## config.mk

```make
export PLATFORM = sky130hd
export DESIGN_NAME = timer_sequencer
export DESIGN_NICKNAME = d
export VERILOG_FILES = /design/src/rtl/anti_theft_pkg.sv /design/src/rtl/timer_sequencer_rr_arbiter.sv /design/src/rtl/timer_sequencer.sv
export SDC_FILE = /design/constraint.sdc
export NUM_CORES = 1
export LEC_CHECK = 0
export CAP_MARGIN = 20
export CORE_UTILIZATION = 29
export CTS_CLUSTER_DIAMETER = 30
export DETAILED_ROUTE_END_ITERATION = 10
export DONT_BUFFER_PORTS = 1
export SLEW_MARGIN = 40
export SYNTH_ARGS = -nofsm -noshare
export SYNTH_HDL_FRONTEND = slang
export SYNTH_SLANG_ARGS = --single-unit
```

## constraint.sdc

```tcl
create_clock -name clock -period 4.1 [get_ports clock]
set_input_delay 0.41 -clock clock [delete_from_list [all_inputs] [get_ports clock]]
set_output_delay 0.41 -clock clock [all_outputs]
set_load 0.05 [all_outputs]
```

## src/rtl/anti_theft_pkg.sv

```systemverilog
// Shared types and constants for the anti-theft controller slice:
// timer sequencer state encoding and interval select codes.
package anti_theft_pkg;

    typedef enum logic [2:0] {
        IDLE,
        SETUP,
        LOAD,
        RUN,
        DONE
    } ts_state_t;

    // Interval select codes understood by time_parameters
    localparam logic [1:0] INT_ARM      = 2'd0;
    localparam logic [1:0] INT_DRV_DLY  = 2'd1;
    localparam logic [1:0] INT_PASS_DLY = 2'd2;
    localparam logic [1:0] INT_ALARM    = 2'd3;

endpackage

```

## src/rtl/timer_sequencer_rr_arbiter.sv

```systemverilog
// Round-robin next-owner pick: scans requesters starting one past the
// previous owner and returns the first active one.
module rr_arbiter
    import anti_theft_pkg::*;
#(
    parameter int unsigned N_REQ = 4,
    parameter int unsigned OWN_W = 2
) (
    input  logic [N_REQ-1:0] req,
    input  logic [OWN_W-1:0] last_owner,
    output logic             valid,
    output logic [OWN_W-1:0] index
);

    logic [OWN_W-1:0] cand;

    always_comb begin
        valid = 1'b0;
        index = '0;
        cand  = '0;
        for (int unsigned i = 1; i <= N_REQ; i++) begin
            cand = OWN_W'((32'(last_owner) + i) % N_REQ);
            if (!valid && req[cand]) begin
                valid = 1'b1;
                index = cand;
            end
        end
    end

endmodule

```

## src/rtl/timer_sequencer.sv

```systemverilog
// Arbitrates the shared countdown timer among requesters: grants one owner,
// selects its interval, strobes the timer load and returns a done pulse.
module timer_sequencer
    import anti_theft_pkg::*;
#(
    parameter int unsigned N_REQ = 4,
    parameter int unsigned OWN_W = 2
) (
    input  logic                 clock,
    input  logic                 reset,
    input  logic [N_REQ-1:0]     req,
    input  logic [2*N_REQ-1:0]   req_interval,
    input  logic                 reprogram,
    input  logic                 expired,
    output logic [1:0]           interval,
    output logic                 start_timer,
    output logic [N_REQ-1:0]     grant,
    output logic [N_REQ-1:0]     done,
    output logic [OWN_W-1:0]     owner,
    output logic                 busy
);

    ts_state_t        state, next_state;
    logic [OWN_W-1:0] last_owner, next_last;
    logic [OWN_W-1:0] next_owner;
    logic [1:0]       next_interval;
    logic             run_first, next_run_first;
    logic             own_req;
    logic             arb_valid;
    logic [OWN_W-1:0] arb_index;
    logic [1:0]       sel_code;

    rr_arbiter #(
        .N_REQ (N_REQ),
        .OWN_W (OWN_W)
    ) u_arb (
        .req        (req),
        .last_owner (last_owner),
        .valid      (arb_valid),
        .index      (arb_index)
    );

    always_comb begin
        sel_code = '0;
        for (int unsigned i = 0; i < N_REQ; i++) begin
            if (OWN_W'(i) == arb_index) begin
                sel_code = req_interval[2*i +: 2];
            end
        end
    end

    assign own_req = req[owner];

    always_comb begin
        next_state     = state;
        next_owner     = owner;
        next_interval  = interval;
        next_last      = last_owner;
        next_run_first = 1'b0;
        case (state)
            IDLE: begin
                if (!reprogram && arb_valid) begin
                    next_state    = SETUP;
                    next_owner    = arb_index;
                    next_interval = sel_code;
                end
            end
            SETUP: begin
                if (!own_req) begin
                    next_state = IDLE;
                    next_last  = owner;
                end else begin
                    next_state = LOAD;
                end
            end
            LOAD: begin
                if (!own_req) begin
                    next_state = IDLE;
                    next_last  = owner;
                end else begin
                    next_state     = RUN;
                    next_run_first = 1'b1;
                end
            end
            RUN: begin
                // A dropped request wins over a same-cycle expiry: no done on abort
                if (!own_req) begin
                    next_state = IDLE;
                    next_last  = owner;
                end else if (!run_first && expired) begin
                    next_state = DONE;
                end
            end
            DONE: begin
                next_state = IDLE;
                next_last  = owner;
            end
            default: next_state = IDLE;
        endcase
    end

    // Outputs are registered from the next-state decode so they line up with the state
    always_ff @(posedge clock) begin
        if (!reset) begin
            state       <= IDLE;
            owner       <= '0;
            interval    <= '0;
            last_owner  <= OWN_W'(N_REQ - 1);
            run_first   <= 1'b0;
            grant       <= '0;
            done        <= '0;
            start_timer <= 1'b0;
            busy        <= 1'b0;
        end else begin
            state       <= next_state;
            owner       <= next_owner;
            interval    <= next_interval;
            last_owner  <= next_last;
            run_first   <= next_run_first;
            grant       <= (next_state != IDLE) ? (N_REQ'(1) << next_owner) : '0;
            done        <= (next_state == DONE) ? (N_REQ'(1) << next_owner) : '0;
            start_timer <= (next_state == LOAD);
            busy        <= (next_state != IDLE);
        end
    end

endmodule
```

=== Yosys cells after proc, flatten, opt, wreduce, memory -nomap -nowiden ===
Cells that the tools add are included.

* Register bits: 20
* Latch bits: 0
* Bits in writable memories: 0
* Bits in read-only memories: 0
* Input bits: 16
* Output and inout bits: 14
* Word-level logic and storage cells: 82
* Memories: 0

* $add $sub $neg: 4
* Multipliers: 0
* Divide/modulo/power cells: 0
* $lt $le $gt $ge: 5
* Equality and inequality tests: 10
* Shifts and indexed selects: 1
* Multiplexer cells: 33
* Bitwise operators: 0
* Reductions and logical operators: 20

{| class="wikitable"
|+ Operator list
! kind !! number
|-
| two-way mux 2 bit || 13
|-
| less-than comparator 2 x 3 -> 1 bit, second input constant || 5
|-
| one-hot mux 3 bit (4 select lines) || 1
|-
| binary-select mux 1 bit (select 2 bit) || 5
|-
| two-way mux 1 bit || 10
|-
| AND reduction 2 bit || 5
|-
| == test 3 x 2 -> 1 bit, second input constant || 3
|-
| two-way mux 3 bit || 3
|-
| == test 3 bit, second input constant || 2
|-
| logical AND 1 bit || 5
|-
| logical NOT 1 bit || 5
|-
| adder 2 x 1 -> 2 bit, second input constant || 2
|-
| adder 2 bit, second input constant || 2
|-
| == test 2 bit, first input constant || 2
|-
| one-hot mux 2 bit (2 select lines) || 1
|-
| left shift 1 x 2 -> 4 bit, first input constant || 1
|-
| == test 3 x 1 -> 1 bit, second input constant || 1
|-
| logical NOT 3 bit || 1
|-
| nonzero test 3 bit || 1
|-
| OR reduction 3 bit || 1
|-
| == test 1 x 2 -> 1 bit, first input constant || 1
|-
| logical NOT 2 bit || 1
|-
| inequality test 2 bit, second input constant || 1
|-
| nonzero test 2 bit || 1
|}

=== Longest topological paths before layout ===
Gate-level depths: netlist (run 1).

* Depth after elaboration: 18
* Mapped depth: 5

=== Cells and area by module ===
From an unflattened synthesis (run 1), not the netlist that was laid out.

* Cell total of the unflattened synthesis: 83
* Area total of the unflattened synthesis: 852.1 um^2

{| class="wikitable"
|+ Modules (own cells, without submodules)
! module !! times used !! cells an instance !! area each (um^2)
|-
| timer_sequencer || 1 || 69 || 760.7
|-
| rr_arbiter || 1 || 14 || 91.3
|}

=== Worst setup path before layout (run 1) ===
Ideal clock, no wire load.

* Path type: reg2reg
* Start point: register owner[0]
* End point: register grant[2]
* Setup time: 0.125 ns
* Arrival time: 1.780 ns
* Slack: 2.195 ns
* Stages on the path, launching flop included: 6
* Path buffers: 0
* Clock period less this slack: 1.905 ns
* Path through: dfxtp_1 mux4_1 nand3b_1 nor2_1 nor2_2 nor3_1

* Longest elaborated chain between the ends: 6
* Elaborated cells on any way between the ends: 11
* Those cells by class: 1 x shift; 8 x mux; 2 x reduce/logical

{| class="wikitable"
|+ Ends and longest elaborated chain
! item !! line !! RTL
|-
| start: declaration || timer_sequencer.sv:19 || <nowiki>output logic [OWN_W-1:0] owner,</nowiki>
|-
| start signal: assignment || timer_sequencer.sv:116 || <nowiki>owner <= next_owner;</nowiki>
|-
| binary-select mux 1 bit (select 2 bit) || timer_sequencer.sv:52 || <nowiki>assign own_req = req[owner];</nowiki>
|-
| two-way mux 1 bit (implied by the code) || timer_sequencer.sv:52 ||
|-
| two-way mux 3 bit (tied with other cells) || timer_sequencer.sv:87 || <nowiki>if (!own_req) begin</nowiki>
|-
| one-hot mux 3 bit (4 select lines) || timer_sequencer.sv:60 || <nowiki>case (state)</nowiki>
|-
| nonzero test 3 bit || timer_sequencer.sv:120 || <nowiki>grant <= (next_state != IDLE) ? (N_REQ'(1) << next_owner) : '0;</nowiki>
|-
| AND reduction 2 bit (no line) || -- ||
|-
| end signal: assignment || timer_sequencer.sv:120 ||
|-
| end: declaration || timer_sequencer.sv:17 || <nowiki>output logic [N_REQ-1:0] grant,</nowiki>
|}

Several ways; a longest one is shown, not always the timed one. The select of a mux whose other input is x is not followed.
A chain may end at the register's enable or synchronous reset.

=== Worst setup path after layout (run 1) ===
Ends and elaborated chain as after synthesis.

==> results of run 1 <==
[cell type report]
class / count / area (um^2) / area share [%]
tap: 44 / 55.1 / 5.31
multi-input combinational: 67 / 510 / 49.2
clock buffer: 3 / 22.5 / 2.17
inverter: 5 / 18.8 / 1.81
clock inverter: 1 / 30.0 / 2.90
sequential: 20 / 400 / 38.6
[per-layer routing]
layer / global-route usage [%] / part of all wire, %
met1: 14.5 / 42
met2: 19.6 / 50
met5: 0 / 0
met3: 3.08 / 7.6
met4: 3.06 / 0
[cells by family after synthesis]
kind of cell           after synthesis  share of synthesized area, %
multiplexers                         6                          8.70
AND/OR/NAND/NOR                     43                          26.9
buffers and inverters                6                          2.54
flip-flops                          20                          42.8
AO/OA/AOI/OAI                       18                          19.0
[metrics by stage]
stage | hold WS, ps | cell area (um^2) | worst slack [ps] | util (%)
after global placement | 497 | 985 | 2110 | 32.3
after detailed placement | 500 | 985 | 2060 | 32.3
after global routing | 202 | 1040 | 1900 | 34.0
after floorplan | 466 | 935 | 2200 | -
final | 196 | 1040 | 2040 | 34.0
after CTS | 192 | 1040 | 2020 | 34.0
[cell usage after synthesis (all sizes together)]
master and instances:
dfxtp 20, nor2 11, nand2 7, inv 5, nor3 5, mux2i 4
a21oi 3, a31oi 3, nand2b 3, nand3 3, a21o 2, and2 2
and3 2, nand3b 2, nor2b 2, o211ai 2, o21a 2, o221ai 2
a21boi 1, a22oi 1, buf 1, mux2 1, mux4 1, nand4 1
nand4b 1, nor3b 1, nor4 1, o21ai 1, o21bai 1, or2 1
or4 1
[power by group]
| group | leakage (nW) | total [mW] | switching [mW] | internal, mW |
|---|---|---|---|---|
| clock | 0.0279 | 0.161 | 0.0621 | 0.0987 |
| sequential | 0.163 | 0.245 | 0.0388 | 0.206 |
| combinational | 0.235 | 0.0696 | 0.0381 | 0.0315 |
| total | 0.426 | 0.475 | 0.139 | 0.336 |
[registers in the layout, summed over array words and instances (netlist names)]
signal / count
state: 3
grant: 4
start_timer: 1
busy: 1
run_first: 1
done: 4
interval: 2
last_owner: 2
owner: 2
[worst paths after layout]
kind / from / to
worst max-delay path: owner[0] / grant[2]
worst min-delay path: reset / last_owner[0]
worst max register to register: owner[0] / grant[2]
worst min register to register: state[1] / start_timer
[critical path, delay by kind of cell, from the launching register on]
kind	cells	cell delay, ps
flip-flops	1	730
AND/OR/NAND/NOR	4	550
multiplexers	1	690
==> flow_summary.yaml, run 1 <==
sta:
  max_slew_margin_pct: 59.1
  hold_violations: 0
  skew_ps: 7.79
  final.period_utilization_pct: 50.3
  worstMarginPinSlew_ps: 612
  period_minus_slack_ps: 2060
  setup_viol: 0
  rsz0062_at_grt: "false"
  drv_slew: 0
  fmax_ghz: 0.485
  setup-tns-final_ps: 0
drt:
  drcViolationCount: 0
  num_vias: 672
  vias_per_cell: 4.80
  routedWlPerCell_um: 13.2
  totalWireLength_um: 1850
  drt_iter0_drc: 18
  ant_nets: 0
  dr.pass1.iters: 4
finish:
  layoutNonFillerInstCount: 140
  final_cell_mix: "dfxtp_1, nor2_1, nand2_1, inv_1, nor3_1"
  nFillCells: 324
  nets: 113
  antenna_cells: 0
  drive_gt1_share_pct: 19.8
  layout_commonest_cell: "dfxtp_1"
  area_growth_pct: 11.0
flow_run:
  max_cap_violations: 0
placement:
  place_inst: 136
  gp_congestion: 0.809
  numPortBuffers: 0
  dp_hpwl_um: 1420
die:
  coreArea_mm2: 0.00305
  initial_core_util_pct: 30.6
  num_rows: 20
  die_y_um: 58.8
  die_w_um: 58.8
  dieArea_mm2: 0.00345
  ios: 30
clock_tree:
  cts-root-buf: "clkbuf_4"
  cts.repair.resized: 0
  clk_pin_slew_ps: 120
  holdBufCountCts: 0
  h-tree-depth: 1
  post_cts_buffers: 0
  cts_tree: "built"
  clk-insertion-delay-late_ps: 300
  cts-buffers-inserted: 3
  clk_path_buf_depth: 2
  cts_sinks: 20
setup_path:
  crit_slowest_cell: "dfxtp_1"
  crit_type: "reg2reg"
  required_ps: 4300
  critical_path.max_fanout: 5
  cp_data_arrival_time_ps: 2260
  reg2regPathDepth: 5
  cp-start-kind: "register"
  critPathCaptureType: "register"
  critPathMaxStageDelay_ps: 730
  crit_chain: "mux4_1, nand3b_1, nor2_1, nor2_2, nor3_1"
  rrSetupSlack_ps: 2040
power:
  power.density_mw_per_mm2: 458
  vdd.ir_drop.worst_v: 0.000114
  p_total_mw: 0.475
  p_leak_nw: 0.426
yosys:
  synth-seq-cells: 20
  yosysSeqAreaShare_pct: 42.8
  synth_area_per_cell_um2: 10.0
  synth_top_cell_area_share_pct: 42.8
  ys_types: 37
  synth_fp_nets: 109
  ys_warn_count: 0
  netlist_area_um2: 935
  yosys.area.top_type: "dfxtp_1"
  synth.area.top_cells: "dfxtp_1, a31oi_4, mux2i_1, nor2_1, mux4_1"
  syn_inst: 93
status:
  status: "finished clean"
min_path:
  worstHoldPathCells: 1
  hp-class: "in2reg"
global_routing:
  grt_pass1_wl_um: 2980
  grt_max_degree: 13
  antenna_found_initial: 0
  grt_pass1_vias: 639
  grt_use_total_pct: 11.6
  grt_overflow: 0
(Power assumes the default switching activity.)
==> run 2: changes to the inputs <==
==> constraint.sdc (replaced) <==
create_clock -name clock -period 1.84 [get_ports clock]
set_input_delay 0.184 -clock clock [delete_from_list [all_inputs] [get_ports clock]]
set_output_delay 0.184 -clock clock [all_outputs]
set_load 0.05 [all_outputs]
==> flow_summary.yaml, run 2 (synthesis gave the netlist of run 1 again) <==
finish:
  largestRegisters: "done: 4 flops, grant: 4 flops, state: 3 flops"
  final_cell_mix: "dfxtp_1, nor2_1, nand2_1, inv_1, nor3_1"
  layout_commonest_cell: "dfxtp_1"
  regArea_um2: 402
  layoutNonFillerInstCount: 145
  nFillCells: 315
  multi_input_area_um2: 510
  nets: 118
  antenna_cells: 0
  drive_gt1_share_pct: 23.8
  area_growth_pct: 15.4
drt:
  met2WireLength_um: 860
  highest_layer: "met4"
  drt_iter0_drc: 18
  ant_nets: 0
  wirelength_met1_um: 856
  drcViolationCount: 0
  routedWlPerCell_um: 13.2
  totalWireLength_um: 1920
  dr_wl_met3_um: 184
  dr.pass1.iters: 4
  vias_per_cell: 4.77
  num_vias: 692
placement:
  gp_congestion: 0.733
  place_inst: 140
  place_ws_ps: 179
  numPortBuffers: 0
  dp_hpwl_um: 1500
sta:
  setup_viol: 0
  fmax_ghz: 0.603
  rsz0062_at_grt: "false"
  max_slew_margin_pct: 64.2
  skew_ps: 1.33
  drv_slew: 0
  layout_setup_ws_ps: 183
  setup-tns-final_ps: 0
  worstMarginPinSlew_ps: 537
  finalHoldWorstSlack_ps: 16.8
  period_minus_slack_ps: 1660
  hold_violations: 0
  final.period_utilization_pct: 90.1
setup_path:
  cp-start-kind: "register"
  crit_chain: "mux2_4, a22oi_4, o21a_2, mux2i_1, o221ai_1"
  crit_family: "compound AO/OA/AOI/OAI gates"
  critPathCaptureType: "register"
  cp_data_arrival_time_ps: 1840
  crit_type: "reg2reg"
  required_ps: 2030
  crit_slowest_cell: "dfxtp_1"
  path_buf_inv: 0
  critPathMaxStageDelay_ps: 430
  critical_path.max_fanout: 6
global_routing:
  grt_max_degree: 13
  grt_pass1_vias: 660
  grt_use_total_pct: 12.2
  antenna_found_initial: 0
  grt_overflow: 0
  grt_pass1_wl_um: 3130
clock_tree:
  clk_pin_slew_ps: 110
  cts_sinks: 20
  cts.repair.resized: 0
  cts-buffers-inserted: 3
  clk_path_buf_depth: 2
  cts-root-buf: "clkbuf_4"
  cts_tree: "built"
  clk-insertion-delay-late_ps: 300
  h-tree-depth: 1
flow_run:
  max_cap_violations: 0
min_path:
  hp-class: "in2reg"
die:
  die_y_um: 58.8
  dieArea_mm2: 0.00345
  coreArea_mm2: 0.00305
  num_rows: 20
  initial_core_util_pct: 30.6
  ios: 30
  die_w_um: 58.8
status:
  status: "finished clean"
power:
  power.density_mw_per_mm2: 996
  p_leak_nw: 0.450
  vdd.ir_drop.worst_v: 0.000377
## run 2: cell count changes in the layout (fill, tap and decap cells not counted), sizes merged
cell	previous run	this run
buf	0	4
dlygate4sd3	0	1
## run 2: power breakdown
part           switching (mW)  internal, mW  leakage (nW)
registers              0.0704         0.459         0.163
logic                   0.106        0.0824         0.259
clock network           0.136         0.220        0.0279
total                   0.312         0.762         0.450
## run 2: layout make-up
type                    instances  area share [%]
well taps                      44            5.10
inverters                       5            1.74
flip-flops and latches         20            37.2
repair buffers                  5            3.71
clock buffers                   3            2.09
multi-input cells              67            47.3
clock inverters                 1            2.78
## run 2: final timing paths
path | from | end | slack (ps) | cells past startpoint
worst max-delay path | last_owner[1] | interval[1] | 180 | 5
worst min-delay path | reset | owner[0] | 20 | 1
worst max register to register | last_owner[1] | interval[1] | 180 | 5
worst min register to register | state[1] | start_timer | 520 | 1
## run 2: layer usage
layer	vias to the layer above	global-route usage, %
met5	-	0
met4	0	3.06
met3	2	3.74
met2	32	19.0
met1	307	16.3
li1	351	-
## run 2: worst register-to-register path: cells and delay by family (launching register included)
family	cells	cell delay, ps
AOI/OAI and AO/OA	3	580
muxes	2	540
DFF	1	430
## run 2: metrics by stage
stage / utilization (%) / total power [mW] / cell area, um^2
after floorplan: - / 0.686 / 936
after global placement: 33.3 / 0.720 / 1020
after detailed placement: 33.3 / 0.725 / 1020
after CTS: 35.3 / 1.09 / 1080
after global routing: 35.3 / 1.13 / 1080
final: 35.3 / 1.07 / 1080
## run 2: timing repair
action                                 CTS  global route
setup buffers                            0             0
endpoints found under the hold margin    3             0
hold buffers                             1             0
==> run 3: changes to the inputs <==
--- a/config.mk
+++ b/config.mk
@@ -5,7 +5,6 @@
 export SDC_FILE = /design/constraint.sdc
 export NUM_CORES = 1
 export LEC_CHECK = 0
-export CAP_MARGIN = 20
 export CORE_UTILIZATION = 29
 export CTS_CLUSTER_DIAMETER = 30
 export DETAILED_ROUTE_END_ITERATION = 10
==> results of run 3 <==
Same layout as run 2: the final DEF is identical, and so are final timing and power.
